--- src/rtl/urxd_fsk_frame_if.sv ---
`default_nettype none
// +------------------------------------------------------------------------+
// | Module   : urxd_fsk_frame_if                                          |
// | Purpose  : Bit-strobe input side and FIFO read side of the FSK UART   |
// |            receiver back end, bundled as one interface.               |
// | Revision : 1.0  initial release                                       |
// +------------------------------------------------------------------------+
interface urxd_fsk_frame_if #(
  parameter int DATA_BITS = 8,
  parameter int AW        = 11,
  parameter int DEPTH     = 4
) ();

  localparam int CW = $clog2(DEPTH) + 1;

  // Bit detector side
  logic                 rx_bit;
  logic                 ok_rx_bit;
  logic [AW-1:0]        amp;

  // FIFO read side and status
  logic                 rd_en;
  logic                 clr_ovf;
  logic [DATA_BITS-1:0] rd_data;
  logic                 rd_perr;
  logic                 rd_ferr;
  logic [AW-1:0]        rd_amp;
  logic                 empty;
  logic                 full;
  logic [CW-1:0]        count;
  logic                 overflow;
  logic                 en_rx_byte;
  logic [3:0]           cb_bit;
  logic                 timeout;

  // Driver of bits and reader of words
  modport master (
    output rx_bit, ok_rx_bit, amp, rd_en, clr_ovf,
    input  rd_data, rd_perr, rd_ferr, rd_amp, empty, full, count, overflow,
           en_rx_byte, cb_bit, timeout
  );

  // The receiver itself
  modport slave (
    input  rx_bit, ok_rx_bit, amp, rd_en, clr_ovf,
    output rd_data, rd_perr, rd_ferr, rd_amp, empty, full, count, overflow,
           en_rx_byte, cb_bit, timeout
  );

endinterface
`default_nettype wire

--- src/rtl/urxd_fsk_frame.sv ---
`default_nettype none
// +------------------------------------------------------------------------+
// | Module   : urxd_fsk_frame                                             |
// | Purpose  : FSK UART receiver back end. Frames start/data/parity/stop  |
// |            bits from the bit detector strobes, flags parity, stop-bit |
// |            and inter-bit timeout errors, and queues each word with    |
// |            its flags and start-bit amplitude in a show-ahead FIFO.    |
// | Revision : 1.0  initial release                                       |
// +------------------------------------------------------------------------+
module urxd_fsk_frame #(
  parameter int DATA_BITS  = 8,
  parameter int PARITY_EN  = 0,
  parameter int PARITY_ODD = 0,
  parameter int AW         = 11,
  parameter int DEPTH      = 4,
  parameter int TIMEOUT    = 4096
) (
  input  logic             clk,
  input  logic             rst_n,
  urxd_fsk_frame_if.slave  bus
);

  localparam int PW = $clog2(DEPTH);
  localparam int CW = PW + 1;
  localparam int TW = (TIMEOUT > 0) ? $clog2(TIMEOUT + 1) : 1;
  localparam int EW = DATA_BITS + 2 + AW;
  localparam logic [3:0] C_LAST_BIT = 4'(DATA_BITS - 1);

  typedef enum logic [1:0] {
    S_IDLE   = 2'd0,
    S_DATA   = 2'd1,
    S_PARITY = 2'd2,
    S_STOP   = 2'd3
  } state_t;

  state_t               r_state;
  state_t               w_state_nxt;

  logic                 w_to_hit;
  logic                 w_strobe;
  logic                 w_push;
  logic                 w_par;
  logic                 w_perr_calc;

  logic [DATA_BITS-1:0] r_shift;
  logic [3:0]           r_cb_bit;
  logic [AW-1:0]        r_amp;
  logic                 r_perr;

  logic [EW-1:0]        r_mem [DEPTH];
  logic [EW-1:0]        w_wr_word;
  logic [EW-1:0]        w_head;
  logic [PW-1:0]        r_wr_ptr;
  logic [PW-1:0]        r_rd_ptr;
  logic [CW-1:0]        r_count;
  logic                 r_overflow;
  logic                 w_empty;
  logic                 w_full;
  logic                 w_pop;
  logic                 w_accept;
  logic                 w_drop;

  // ---------------------------------------------------------------------
  // Inter-bit timeout. The abort condition is decided from the counter
  // alone, so a strobe landing in the abort clock cannot rescue the frame.
  // ---------------------------------------------------------------------
  generate
    if (TIMEOUT > 0) begin : g_timeout
      logic [TW-1:0] r_to_cnt;

      // Count strobe-less clocks while a frame is open; any strobe restarts it
      always_ff @(posedge clk or negedge rst_n) begin
        if (!rst_n) begin
          r_to_cnt <= '0;
        end else if ((r_state == S_IDLE) || bus.ok_rx_bit) begin
          r_to_cnt <= '0;
        end else if (r_to_cnt != TW'(TIMEOUT)) begin
          r_to_cnt <= r_to_cnt + 1'b1;
        end
      end

      assign w_to_hit = (r_state != S_IDLE) && (r_to_cnt == TW'(TIMEOUT));
    end else begin : g_no_timeout
      assign w_to_hit = 1'b0;
    end
  endgenerate

  // Running parity over the received data plus the parity bit on the line
  assign w_par       = (^r_shift) ^ bus.rx_bit;
  assign w_perr_calc = (PARITY_ODD != 0) ? ~w_par : w_par;

  // ---------------------------------------------------------------------
  // Frame FSM
  // ---------------------------------------------------------------------

  // State register
  always_ff @(posedge clk or negedge rst_n) begin
    if (!rst_n) begin
      r_state <= S_IDLE;
    end else begin
      r_state <= w_state_nxt;
    end
  end

  // Next state and push request; only strobes move the FSM, except an abort
  always_comb begin
    w_state_nxt = r_state;
    w_strobe    = bus.ok_rx_bit && !w_to_hit;
    w_push      = 1'b0;
    if (w_to_hit) begin
      w_state_nxt = S_IDLE;
    end else if (w_strobe) begin
      case (r_state)
        S_IDLE: begin
          if (!bus.rx_bit) begin
            w_state_nxt = S_DATA;
          end
        end
        S_DATA: begin
          if (r_cb_bit == C_LAST_BIT) begin
            if (PARITY_EN != 0) begin
              w_state_nxt = S_PARITY;
            end else begin
              w_state_nxt = S_STOP;
            end
          end
        end
        S_PARITY: begin
          w_state_nxt = S_STOP;
        end
        S_STOP: begin
          // A low stop bit still ends the frame; it never doubles as a start
          w_state_nxt = S_IDLE;
          w_push      = 1'b1;
        end
        default: begin
          w_state_nxt = S_IDLE;
        end
      endcase
    end
  end

  // Frame datapath: amplitude latch, LSB-first shift-in, bit count, parity
  always_ff @(posedge clk or negedge rst_n) begin
    if (!rst_n) begin
      r_shift  <= '0;
      r_cb_bit <= '0;
      r_amp    <= '0;
      r_perr   <= 1'b0;
    end else if (w_to_hit) begin
      r_cb_bit <= '0;
    end else if (w_strobe) begin
      case (r_state)
        S_IDLE: begin
          if (!bus.rx_bit) begin
            r_shift  <= '0;
            r_cb_bit <= '0;
            r_amp    <= bus.amp;
            r_perr   <= 1'b0;
          end
        end
        S_DATA: begin
          for (int i = 0; i < DATA_BITS; i++) begin
            if (r_cb_bit == 4'(i)) begin
              r_shift[i] <= bus.rx_bit;
            end
          end
          r_cb_bit <= r_cb_bit + 4'd1;
        end
        S_PARITY: begin
          r_perr <= w_perr_calc;
        end
        S_STOP: begin
          r_cb_bit <= '0;
        end
        default: begin
          r_cb_bit <= '0;
        end
      endcase
    end
  end

  // ---------------------------------------------------------------------
  // Show-ahead FIFO. Entry = {data, perr, ferr, amp}; ferr is the inverted
  // stop bit taken straight from the line during the stop strobe.
  // ---------------------------------------------------------------------
  assign w_wr_word = {r_shift, r_perr, ~bus.rx_bit, r_amp};
  assign w_empty   = (r_count == '0);
  assign w_full    = (r_count == CW'(DEPTH));
  assign w_pop     = bus.rd_en && !w_empty;
  // A pop in the same clock frees the slot, so a full FIFO still accepts
  assign w_accept  = w_push && (!w_full || w_pop);
  assign w_drop    = w_push && w_full && !w_pop;

  // Storage array; contents are only meaningful below the occupancy count
  always_ff @(posedge clk) begin
    if (w_accept) begin
      r_mem[r_wr_ptr] <= w_wr_word;
    end
  end

  // Pointers wrap naturally because DEPTH is a power of two
  always_ff @(posedge clk or negedge rst_n) begin
    if (!rst_n) begin
      r_wr_ptr <= '0;
      r_rd_ptr <= '0;
      r_count  <= '0;
    end else begin
      if (w_accept) begin
        r_wr_ptr <= r_wr_ptr + 1'b1;
      end
      if (w_pop) begin
        r_rd_ptr <= r_rd_ptr + 1'b1;
      end
      if (w_accept && !w_pop) begin
        r_count <= r_count + 1'b1;
      end else if (!w_accept && w_pop) begin
        r_count <= r_count - 1'b1;
      end
    end
  end

  // Sticky overflow; a drop in the same clock as a clear keeps it set
  always_ff @(posedge clk or negedge rst_n) begin
    if (!rst_n) begin
      r_overflow <= 1'b0;
    end else if (w_drop) begin
      r_overflow <= 1'b1;
    end else if (bus.clr_ovf) begin
      r_overflow <= 1'b0;
    end
  end

  // Head outputs read as zero while empty so they are clean out of reset
  assign w_head         = r_mem[r_rd_ptr];
  assign bus.rd_data    = w_empty ? '0 : w_head[EW-1 -: DATA_BITS];
  assign bus.rd_perr    = !w_empty && w_head[AW+1];
  assign bus.rd_ferr    = !w_empty && w_head[AW];
  assign bus.rd_amp     = w_empty ? '0 : w_head[AW-1:0];
  assign bus.empty      = w_empty;
  assign bus.full       = w_full;
  assign bus.count      = r_count;
  assign bus.overflow   = r_overflow;
  assign bus.en_rx_byte = (r_state != S_IDLE);
  assign bus.cb_bit     = r_cb_bit;
  assign bus.timeout    = w_to_hit;

endmodule
`default_nettype wire

--- src/flat_wrapper.sv ---
// flat-port wrapper written by rule: the top's interface ports become plain ports
module urxd_fsk_frame_flat 
#(
  parameter int DATA_BITS  = 8,
  parameter int PARITY_EN  = 0,
  parameter int PARITY_ODD = 0,
  parameter int AW         = 11,
  parameter int DEPTH      = 4,
  parameter int TIMEOUT    = 4096
)
  (clk, rst_n, bus_rx_bit, bus_ok_rx_bit, bus_amp, bus_rd_en, bus_clr_ovf, bus_rd_data, bus_rd_perr, bus_rd_ferr, bus_rd_amp, bus_empty, bus_full, bus_count, bus_overflow, bus_en_rx_byte, bus_cb_bit, bus_timeout);
  urxd_fsk_frame_if #(.DATA_BITS(DATA_BITS), .AW(AW), .DEPTH(DEPTH)) bus_i ();
  input  logic clk;
  input  logic rst_n;
  input wire logic [$bits(bus_i.rx_bit)-1:0] bus_rx_bit;
  input wire logic [$bits(bus_i.ok_rx_bit)-1:0] bus_ok_rx_bit;
  input wire logic [$bits(bus_i.amp)-1:0] bus_amp;
  input wire logic [$bits(bus_i.rd_en)-1:0] bus_rd_en;
  input wire logic [$bits(bus_i.clr_ovf)-1:0] bus_clr_ovf;
  output wire logic [$bits(bus_i.rd_data)-1:0] bus_rd_data;
  output wire logic [$bits(bus_i.rd_perr)-1:0] bus_rd_perr;
  output wire logic [$bits(bus_i.rd_ferr)-1:0] bus_rd_ferr;
  output wire logic [$bits(bus_i.rd_amp)-1:0] bus_rd_amp;
  output wire logic [$bits(bus_i.empty)-1:0] bus_empty;
  output wire logic [$bits(bus_i.full)-1:0] bus_full;
  output wire logic [$bits(bus_i.count)-1:0] bus_count;
  output wire logic [$bits(bus_i.overflow)-1:0] bus_overflow;
  output wire logic [$bits(bus_i.en_rx_byte)-1:0] bus_en_rx_byte;
  output wire logic [$bits(bus_i.cb_bit)-1:0] bus_cb_bit;
  output wire logic [$bits(bus_i.timeout)-1:0] bus_timeout;
  assign bus_i.rx_bit = bus_rx_bit;
  assign bus_i.ok_rx_bit = bus_ok_rx_bit;
  assign bus_i.amp = bus_amp;
  assign bus_i.rd_en = bus_rd_en;
  assign bus_i.clr_ovf = bus_clr_ovf;
  assign bus_rd_data = bus_i.rd_data;
  assign bus_rd_perr = bus_i.rd_perr;
  assign bus_rd_ferr = bus_i.rd_ferr;
  assign bus_rd_amp = bus_i.rd_amp;
  assign bus_empty = bus_i.empty;
  assign bus_full = bus_i.full;
  assign bus_count = bus_i.count;
  assign bus_overflow = bus_i.overflow;
  assign bus_en_rx_byte = bus_i.en_rx_byte;
  assign bus_cb_bit = bus_i.cb_bit;
  assign bus_timeout = bus_i.timeout;
  urxd_fsk_frame #(.DATA_BITS(DATA_BITS), .PARITY_EN(PARITY_EN), .PARITY_ODD(PARITY_ODD), .AW(AW), .DEPTH(DEPTH), .TIMEOUT(TIMEOUT)) u_core (.clk(clk), .rst_n(rst_n), .bus(bus_i));
endmodule
--- config.mk ---
export PLATFORM = sky130hd
export DESIGN_NAME = urxd_fsk_frame_flat
export DESIGN_NICKNAME = d
export VERILOG_FILES = /design/src/rtl/urxd_fsk_frame_if.sv /design/src/rtl/urxd_fsk_frame.sv /design/src/flat_wrapper.sv
export SDC_FILE = /design/constraint.sdc
export NUM_CORES = 1
export LEC_CHECK = 0
export BUFFER_PORTS_ARGS = -buffer_cell sky130_fd_sc_hd__buf_2
export CORE_AREA = 2 2 118 120
export DETAILED_ROUTE_END_ITERATION = 12
export DIE_AREA = 0 0 120 122
export PLACE_DENSITY = 0.67
export SLEW_MARGIN = 40
export SYNTH_ARGS = -nofsm -noshare
export SYNTH_HDL_FRONTEND = slang
export SYNTH_SLANG_ARGS = --single-unit
--- constraint.sdc ---
create_clock -name clk -period 2.55 [get_ports clk]
set_input_delay 0.3825 -clock clk [delete_from_list [all_inputs] [get_ports clk]]
set_output_delay 0.3825 -clock clk [all_outputs]
set_load 0.005 [all_outputs]
## Yosys cells after proc, flatten, opt, wreduce, memory -nomap -nowiden

Memories as Yosys holds them, arrays and structs flattened.
Index checks and enable logic that the tools add are counted.

| cells by class | value |
|---|---|
| add/subtract/negate cells | 6 |
| equality and inequality tests | 24 |
| mux-type cells | 34 |
| reductions and logical operators | 41 |
| bitwise gates (word level) | 3 |

Operators by type and width:

| operator | count |
|---|---|
| $reduce_and 5->1 | 8 |
| $mux 13 | 2 |
| $eq 4x3->1 const B | 4 |
| $mux 1 | 16 |
| $mux 8 | 2 |
| $ne 2x1->1 const B | 8 |
| $pmux 8 s2 | 1 |
| $reduce_bool 2->1 | 7 |
| $add 13x1->13 const B | 1 |
| $eq 13x13->1 const B | 1 |
| $ne 13x13->1 const B | 1 |
| $mux 4 | 3 |
| $pmux 4 s3 | 1 |
| $mux 11 | 1 |
| $logic_and 1x1->1 | 10 |
| $eq 4x2->1 const B | 2 |
| $mux 2 | 4 |
| $pmux 2 s4 | 1 |
| $reduce_and 4->1 | 2 |
| $reduce_xor 8->1 | 1 |
| $mux 3 | 2 |
| $reduce_and 3->1 | 2 |
| $logic_not 1->1 | 5 |
| $add 2x1->2 const B | 2 |
| other kinds (18) | 21 |

| storage, ports and cells | value |
|---|---|
| RAM bits | 84 |
| memories kept | 1 |
| output and inout bits | 33 |
| register bits after elaboration | 47 |
| word-level logic and storage cells | 126 |
| input port bits | 17 |

Memory list:

| memory | words | width | rd ports | clocked after Yosys merged registers in | write ports | RTL line | source |
|---|---|---|---|---|---|---|---|
| u_core.r_mem | 4 | 21 | 1 | 0 | 1 | urxd_fsk_frame.sv:50 | `logic [EW-1:0] r_mem [DEPTH];` |

## Logic depth before layout (Yosys ltp)

Gate-level depths: netlist of run 1.

| logic depth | value |
|---|---|
| depth in word-level cells | 11 |
| gate-level depth with buffers | 11 |
| mapped depth without buffers | 11 |

## Least setup slack after synthesis of run 1

OpenSTA, ideal clock, no wires.

| path | value |
|---|---|
| path kind | register to register |
| start point | register u_core.g_timeout.r_to_cnt[0] |
| end point | register u_core.r_count[2] (netlist: u_core.bus.count[2]) |
| required time | 2.471 ns |
| buffers on the path | 0 |
| arrival | 2.364 ns |
| stages on the path, launching flop included | 12 |
| setup time | 0.079 ns |
| period minus slack after synthesis | 2.443 ns |
| path slack | 0.107 ns |
| cell sequence | dfrtp_1 > inv_1 > ha_1 > nor4b_4 > and4_1 > a211oi_2 > ha_1 > inv_1 > fa_1 > xor2_1 > nor2_1 > xor2_1 |

| on the way | value |
|---|---|
| longest elaborated chain between the ends | 10 |
| elaborated cells between the ends (all ways) | 12 |
| those cells by class | eq/ne: 1; mux: 3; reduce/logical: 8 |

RTL lines:

| what | RTL line | source |
|---|---|---|
| start, declared | urxd_fsk_frame.sv:69 | `logic [TW-1:0] r_to_cnt;` |
| start signal, assigned | urxd_fsk_frame.sv:78 | `r_to_cnt <= r_to_cnt + 1'b1;` |
| $eq 13x13->1 * | urxd_fsk_frame.sv:82 | `assign w_to_hit = (r_state != S_IDLE) && (r_to_cnt == TW'(TIMEOUT));` |
| $logic_and 1x1->1 * | urxd_fsk_frame.sv:82 |  |
| $logic_not 1->1 | urxd_fsk_frame.sv:108 | `w_strobe = bus.ok_rx_bit && !w_to_hit;` |
| $logic_and 1x1->1 | urxd_fsk_frame.sv:108 |  |
| $mux 1 | urxd_fsk_frame.sv:112 | `end else if (w_strobe) begin` |
| $mux 1 * | urxd_fsk_frame.sv:110 | `if (w_to_hit) begin` |
| $logic_and 1x1->1 * | urxd_fsk_frame.sv:192 | `assign w_accept = w_push && (!w_full \|\| w_pop);` |
| via u_core.w_accept | urxd_fsk_frame.sv:60 | `logic w_accept;` |
| $logic_not 1->1 | urxd_fsk_frame.sv:217 | `end else if (!w_accept && w_pop) begin` |
| $logic_and 1x1->1 | urxd_fsk_frame.sv:217 |  |
| $reduce_bool 2->1 (no line) | -- |  |
| end signal, assigned | urxd_fsk_frame.sv:216 | `r_count <= r_count + 1'b1;` |
| end signal, assigned | urxd_fsk_frame.sv:218 | `r_count <= r_count - 1'b1;` |
| end, declared | urxd_fsk_frame.sv:55 | `logic [CW-1:0] r_count;` |

The timed path passes the listed nets; every way through them passes the cells marked *.
A chain may end at the register's enable or synchronous reset.

## Final worst setup path of run 1

Ends and elaborated chain as after synthesis.

==> results.rst, run 1 <==
.. list-table::
   :header-rows: 1

   * - Metric
     - Value
   * - Main flop type after synthesis
     - edfxtp_1
   * - Switching fraction of total power
     - 30.6%
   * - Power density over cell area
     - 1150 nW/um2
   * - Mapped Nets
     - 423
   * - Number of standard cells after synthesis
     - 389
   * - Setup-violating endpoint count in the final report
     - 0
   * - Number of hold buffers added after cts
     - 0
   * - Count of routing violations after the opening detailed-route iteration
     - 254
   * - Total of buffers placed on input and output ports
     - 49
   * - Cell count after placement
     - 621
   * - Cell type with the highest aggregate area in the netlist
     - edfxtp_1
   * - Initial antenna violation count
     - 0
   * - Reg area
     - 3700 um2
   * - Synth Register Bits
     - 131
   * - Summed instance area of the synthesized netlist
     - 5880 um2
   * - Remaining Overflow, GRT
     - 0
   * - Launch point of the critical path
     - u_core.g_timeout.r_to_cnt[0]
   * - Starting density of the core
     - 43.5%
   * - FMAX
     - 0.414 GHz
   * - Average via count per standard cell
     - 5.23
   * - Relative slew margins
     - 56.5%
   * - Total internal power
     - 5.68 mW
   * - Post-route DRC
     - 0
   * - Leading cell types in the layout, fill and taps excluded
     - edfxtp_1 (84), buf_2 (49), dfrtp_1 (47)
   * - Combinational group share of total power
     - 30.9%
   * - Number of antenna diodes
     - 0
   * - TritonCTS clock tree
     - yes
   * - Smallest hold slack
     - 0.0658 ns
   * - Layout area overhead
     - 20.7%
   * - Share of total power in the clock network
     - 29.8%
   * - Die height
     - 122 um
   * - Synth unique cells
     - 51
   * - Worst-Margin Slew
     - 0.652 ns
   * - Global-route wire length before repair
     - 18.0 mm
   * - Met2 usage in global routing
     - 26.1%
   * - Clock slew at reported path FFs
     - 0.06 ns
   * - GR Layer Usage met3
     - 3.98%
   * - P_sw
     - 2.50 mW
   * - Pleak
     - 2.77 nW
   * - Multi-input combinational cell area
     - 2040 um2
   * - Width of the die
     - 120 um
   * - CP arrival
     - 2.74 ns
   * - Final total negative setup slack
     - 0 ns
   * - Pin count of the biggest net entering global routing
     - 48
   * - Ports placed on the boundary
     - 50
   * - Fraction of layout cells with a size suffix above 1
     - 30.7%
   * - Vias in the first global route
     - 3477
   * - Avg WL per Cell
     - 16.6 um
   * - Seq/Total Area, Yosys
     - 62.9%
   * - Maximum Capacitance Violations
     - 0
   * - Outcome
     - finished, final reports clean
   * - Number of routed nets with antenna violations
     - 0
   * - Die Area
     - 14600 um2
   * - Post-route minimum period
     - 2.41 ns
   * - Logic depth of the worst register-to-register path
     - 11
   * - Layout Cells excl Fill
     - 655
   * - RePlAce Congestion
     - 0.895
   * - Unrepaired setup endpoints after global routing
     - no
   * - Area fraction of the dominant cell type after synthesis
     - 42.9%
   * - Max Slew Vio Count
     - 0
   * - Number of clock buffers inserted by TritonCTS
     - 17
   * - Clock tree root buffer cell
     - clkbuf_16
   * - Endpoint class of the critical path
     - flip-flop
   * - Routed Wire Length
     - 10.9 mm
   * - Setup clock skew after layout
     - 0.00957 ns
   * - Filler cell count in the final layout
     - 1113
   * - Leading cell type in the layout, fill and taps excluded
     - edfxtp_1
   * - Worst IR Drop VDD
     - 0.000558 V
   * - Clock network latency to the later pin of the worst-skew pair
     - 0.41 ns
   * - Half-perimeter wire length after detailed placement
     - 7.10 mm
   * - Total number of vias
     - 3425
   * - Initial DRT Pass Iterations
     - 5
   * - Startpoint of the lowest-slack register-to-register path
     - u_core.g_timeout.r_to_cnt[0]
   * - Class of the most critical hold timing path
     - primary input to async pin
   * - Final core utilization
     - 52.6%
   * - Maximum buffer depth of the clock tree
     - 2
   * - Worst endpoint required time
     - 2.88 ns
   * - Fin nets
     - 496
   * - Synthesis Warnings
     - 0
   * - Core ar.
     - 13500 um2
   * - Fin crit share
     - 94.7%
   * - Category of the most critical setup path
     - flip-flop to flip-flop
   * - Layer with the highest usage
     - met2
   * - Proportion of synthesized flip-flops having asynchronous set or reset
     - 35.9%
   * - Biggest area contributors in the synthesized netlist
     - edfxtp_1 (43%), dfrtp_1 (20%), mux4_2 (8.0%)
   * - Overall global routing resource usage
     - 16.1%
   * - Number of flops mapped to enable cells by yosys
     - 84
   * - Met1 demand-to-capacity share in global routing
     - 21.4%
   * - Total power consumption of the routed design
     - 8.19 mW
   * - Kind of start point of the critical path
     - flip-flop
   * - Portion of total power attributed to sequential cells
     - 39.3%
   * - Number of core rows
     - 43
   * - H-tree depth
     - 4
   * - Number of sinks on the clock net
     - 131
   * - Top fanout value on the critical path
     - 5
   * - Synthesized area divided by synthesized cell count
     - 15.1 um2
   * - Total count of hold-check failures in the final report
     - 0
==> power groups by stage <==
stage	logic (mW)	clock network (mW)	registers [mW]
after floorplan	1.75	0	3.12
after global placement	2.49	0	3.22
after detailed placement	2.53	0	3.26
after CTS	2.54	2.49	3.22
after global routing	2.82	2.59	3.28
final	2.53	2.44	3.22
==> critical path, cell delays in order (launching register included) <==
cell      delay, ns
dfrtp_1        0.39
inv_1          0.09
ha_1           0.20
nor4b_4        0.13
and4_4         0.22
a211oi_2       0.24
ha_2           0.22
inv_1          0.05
fa_1           0.37
xor2_1         0.17
nor2_1         0.12
xor2_1         0.15
==> cell usage after synthesis, types with 3 or more instances <==
cell type / instances
a211oi_1: 3
a21o_1: 3
a21oi_1: 4
a22o_1: 7
and2_1: 6
buf_2: 3
clkbuf_1: 9
dfrtp_1: 47
edfxtp_1: 84
ha_1: 16
inv_1: 22
inv_2: 3
mux2_4: 10
mux2i_1: 3
mux4_2: 21
nand2_1: 7
nand2b_1: 4
nand3_1: 8
nand3b_1: 3
nand4_1: 11
nor2_1: 18
nor2b_1: 21
nor3_1: 6
nor4_1: 3
o21ai_0: 11
or4_1: 4
xnor2_1: 17
xor2_1: 4
==> flip-flops by register name, indices dropped and copies added, names as in the netlist <==
register and count:
u_core.r_mem 84, u_core.g_timeout.r_to_cnt 13, u_core.r_amp 11, u_core.r_shift 8, u_core.bus.cb_bit 4, u_core.bus.count 3, u_core.r_rd_ptr 2, u_core.r_state 2
u_core.r_wr_ptr 2, u_core.bus.overflow 1, u_core.r_perr 1
==> cells by family after synthesis <==
kind of cell / Yosys count / share of synthesized area [%]
flops: 131 / 62.9
simple gates: 102 / 10.7
compound gates: 40 / 4.75
buf+inv: 40 / 2.75
mux: 37 / 11.7
xor+xnor: 22 / 3.51
fa+ha+maj: 17 / 3.75
==> through the flow <==
step	cell area [um2]	setup slack [ns]
finish	7100	0.135
floorplan	5880	0.107
global route	7100	0.0212
detailed placement	6460	0.116
global placement	6460	0.196
CTS	7070	0.101
==> cell type report <==
class	count	area share [%]
Sequential cell	131	52.1
Multi-Input combinational cell	218	28.8
Clock buffer	18	6.19
Timing Repair Buffer	69	6.10
Tap cell	180	3.17
Clock inverter	14	2.34
Inverter	25	1.32
==> routing by layer <==
layer  wire length, um  share of wire [%]
met1              4890                 45
met2              5340                 49
met3               554                5.1
met4                95               0.87
met5                 0                  0
==> path summary, 6_finish.rpt <==
path / to / slack (ns)
setup / recovery: u_core.bus.count[2] / 0.14
hold / removal: u_core.bus.cb_bit[1] / 0.07
setup reg to reg: u_core.bus.count[2] / 0.14
hold reg to reg: u_core.r_mem[1][10] / 0.51
max in group asynchronous: u_core.r_perr / 2.02
min in group clk: u_core.r_amp[10] / 0.20
==> timing repair <==
action / 4_1_cts / 5_1_grt
setup endpoints to repair: 0 / 1
buffers inserted: 0 / 2
resized for setup: 0 / 5
hold endpoints to repair: 0 / 0
Power figures use the tool's default switching activity.
==> inputs of run 2 (changes only) <==
Settings changed: PLACE_DENSITY 0.67 to 0.65.
Clock period 2.55 ns to 2.4 ns, I/O delays scaled along.
==> run 2 against run 1 <==
Compared with the run above:
- highest routed layer unchanged
- global-route usage increased by 0.98 points
- register-to-register slack improved by 0.03 ns
- wire length grew 3.2%
- worst setup slack improved by 0.013 ns
- final area increased by 0.76%
==> results.rst, run 2 (same netlist as run 1, synthesis figures left out) <==
.. list-table::
   :header-rows: 1

   * - Metric
     - Value
   * - Fin nets
     - 500 (was 496)
   * - Filler cell count in the final layout
     - 1126 (was 1113)
   * - Clock slew at reported path FFs
     - 0.05 ns (was 0.06 ns)
   * - Pin count of the biggest net entering global routing
     - 26 (was 48)
   * - Logic depth of the worst register-to-register path
     - 11 (unchanged)
   * - Setup-violating endpoint count in the final report
     - 0 (unchanged)
   * - Total count of hold-check failures in the final report
     - 0 (unchanged)
   * - CP arrival
     - 1.89 ns (was 2.74 ns)
   * - Global-route wire length before repair
     - 18.6 mm (was 18.0 mm)
   * - Endpoint class of the critical path
     - output port (was flip-flop)
   * - Die Area
     - 14600 um2 (unchanged)
   * - Cell count after placement
     - 623 (was 621)
   * - Portion of total power attributed to sequential cells
     - 39.3% (about the same)
   * - Total internal power
     - 6.09 mW (was 5.68 mW)
   * - Routed Wire Length
     - 11.2 mm (was 10.9 mm)
   * - Kind of start point of the critical path
     - flip-flop (unchanged)
   * - Launch point of the critical path
     - u_core.r_rd_ptr[0] (was u_core.g_timeout.r_to_cnt[0])
   * - Number of clock buffers inserted by TritonCTS
     - 17 (unchanged)
   * - Layout Cells excl Fill
     - 660 (was 655)
   * - Multi-input combinational cell area
     - 2040 um2 (unchanged)
   * - Overall global routing resource usage
     - 17.1% (was 16.1%)
   * - H-tree depth
     - 4 (unchanged)
   * - Remaining Overflow, GRT
     - 0 (unchanged)
   * - Worst-Margin Slew
     - 0.573 ns (was 0.652 ns)
   * - Class of the most critical hold timing path
     - primary input to flip-flop (was primary input to async pin)
   * - Number of sinks on the clock net
     - 131 (unchanged)
   * - Worst endpoint required time
     - 2.04 ns (was 2.88 ns)
   * - RePlAce Congestion
     - 0.848 (was 0.895)
   * - Place WS
     - 0.0471 ns (was 0.116 ns)
   * - Width of the die
     - 120 um (unchanged)
   * - Die height
     - 122 um (unchanged)
   * - Clock tree root buffer cell
     - clkbuf_16 (unchanged)
   * - Biggest regs
     - u_core.r_mem x84, u_core.g_timeout.r_to_cnt x13, u_core.r_amp x11 (unchanged)
   * - Setup clock skew after layout
     - 0.00672 ns (was 0.00957 ns)
   * - Avg WL per Cell
     - 17.0 um (was 16.6 um)
   * - Ports placed on the boundary
     - 50 (unchanged)
   * - Number of routed nets with antenna violations
     - 0 (unchanged)
   * - Number of core rows
     - 43 (unchanged)
   * - Leading cell type in the layout, fill and taps excluded
     - edfxtp_1 (unchanged)
   * - Clock network latency to the later pin of the worst-skew pair
     - 0.41 ns (about the same)
   * - Critical path capture point
     - bus_rd_ferr (was u_core.bus.count[2])
   * - Worst R2R End
     - u_core.bus.count[2] (unchanged)
   * - Pleak
     - 2.79 nW (was 2.77 nW)
   * - Startpoint of the lowest-slack register-to-register path
     - u_core.g_timeout.r_to_cnt[0] (unchanged)
   * - FMAX
     - 0.444 GHz
   * - Count of routing violations after the opening detailed-route iteration
     - 288 (was 254)
   * - Fraction of layout cells with a size suffix above 1
     - 30.3% (was 30.7%)
   * - Half-perimeter wire length after detailed placement
     - 7.31 mm (was 7.10 mm)
   * - P_sw
     - 2.54 mW (was 2.50 mW)
   * - Vias in the first global route
     - 3540 (was 3477)
   * - Switching fraction of total power
     - 29.5% (was 30.6%)
   * - Starting density of the core
     - 43.5% (unchanged)
   * - Post-route DRC
     - 0 (unchanged)
   * - Maximum buffer depth of the clock tree
     - 2 (unchanged)
   * - Worst setup slack for register-to-register paths
     - 0.17 ns (was 0.14 ns)
   * - Top fanout value on the critical path
     - 21 (was 5)
   * - Reg area
     - 3700 um2 (unchanged)
   * - Fin crit share
     - 93.8%
   * - Worst IR Drop VDD
     - 0.000646 V (was 0.000558 V)
   * - Core ar.
     - 13500 um2 (unchanged)
   * - Layout area overhead
     - 21.6% (was 20.7%)
   * - Leading cell types in the layout, fill and taps excluded
     - edfxtp_1 (84), buf_2 (49), dfrtp_1 (47) (unchanged)
   * - Total of buffers placed on input and output ports
     - 49 (unchanged)
   * - Power density over cell area
     - 1210 nW/um2 (was 1150 nW/um2)
   * - Maximum Capacitance Violations
     - 0 (unchanged)
   * - Flip-flop count of the largest register, all copies and words added
     - 84 (unchanged)
   * - Total number of vias
     - 3456 (was 3425)
   * - Min setup slack post-route
     - 0.148 ns (was 0.135 ns)
   * - Max Slew Vio Count
     - 0 (unchanged)
   * - Top reg by flops
     - u_core.r_mem (unchanged)
   * - Post-route minimum period
     - 2.25 ns
   * - Share of total power in the clock network
     - 28.9% (was 29.8%)
   * - Initial antenna violation count
     - 1 (was 0)
   * - Initial DRT Pass Iterations
     - 4 (was 5)
   * - Category of the most critical setup path
     - flip-flop to output port (was flip-flop to flip-flop)
   * - Average via count per standard cell
     - 5.24 (was 5.23)
   * - Outcome
     - finished, final reports clean (unchanged)
   * - TritonCTS clock tree
     - yes (unchanged)
   * - Relative slew margins
     - 61.8% (was 56.5%)
   * - Combinational group share of total power
     - 31.8% (was 30.9%)
## run 2: changes by cell type in the layout (fill, tap and decap cells not counted), sizes merged
cell,before,now
buf,69,72
diode,0,1
inv,33,25
dlygate4sd3,0,1
clkinv,1,4
clkbuf,18,24
clkinvlp,3,2
## run 2: power by group through the flow
stage | clock network (mW) | registers, mW | logic (mW)
after CTS | 2.54 | 3.39 | 2.77
final | 2.50 | 3.39 | 2.75
after detailed placement | 0 | 3.44 | 2.76
after floorplan | 0 | 3.32 | 1.87
after global placement | 0 | 3.38 | 2.73
after global routing | 2.67 | 3.46 | 3.06
## run 2: worst min path at each step
stage	startpoint	to	slack, ns	depth (start not counted)
after global routing	bus_amp[7]	u_core.r_amp[7]	0.15	2
final	bus_amp[10]	u_core.r_amp[10]	0.17	2
after floorplan	rst_n	u_core.bus.cb_bit[0]	0.06	0
after CTS	bus_amp[10]	u_core.r_amp[10]	0.15	2
after global placement	rst_n	u_core.bus.cb_bit[1]	0.38	1
after detailed placement	rst_n	u_core.bus.cb_bit[1]	0.39	1
## run 2: through the flow
stage	util (%)	power [mW]	area, um2	hold WS (ns)	setup TNS, ns
final	53.0	8.64	7150	0.166	0
after CTS	52.7	8.71	7110	0.148	0
after floorplan	-	5.19	5890	0.0644	0
after global routing	52.9	9.19	7150	0.154	-0.00609
after detailed placement	48.3	6.20	6520	0.392	0
after global placement	48.3	6.11	6520	0.384	0
## run 2: routing by layer
layer | global-route usage, % | share of wire, %
met2 | 27.6 | 49
met5 | 0 | 0
met3 | 5.24 | 5.2
met1 | 21.6 | 44
met4 | 7.13 | 1.5
## run 2: cell type report
cell class,count,area share (%)
inverter,25,1.31
timing repair buffer,73,7.09
multi-input combinational,218,28.6
clock inverter,8,1.42
clock buffer,24,6.74
antenna,1,0.0350
tap,180,3.15
sequential,131,51.7
## run 2: critical path, cell delays in order (launching register included)
cell	delay (ns)
dfrtp_1	0.42
buf_12	0.24
mux4_2	0.51
nor2b_1	0.16
buf_2	0.14
## run 2: timing repair
| action | CTS | global route |
|---|---|---|
| hold buffers | 1 | 0 |
| gates resized for setup | 0 | 6 |
| hold endpoints to repair | 22 | 0 |
| endpoints found under the setup margin | 0 | 2 |
| setup buffers | 0 | 3 |
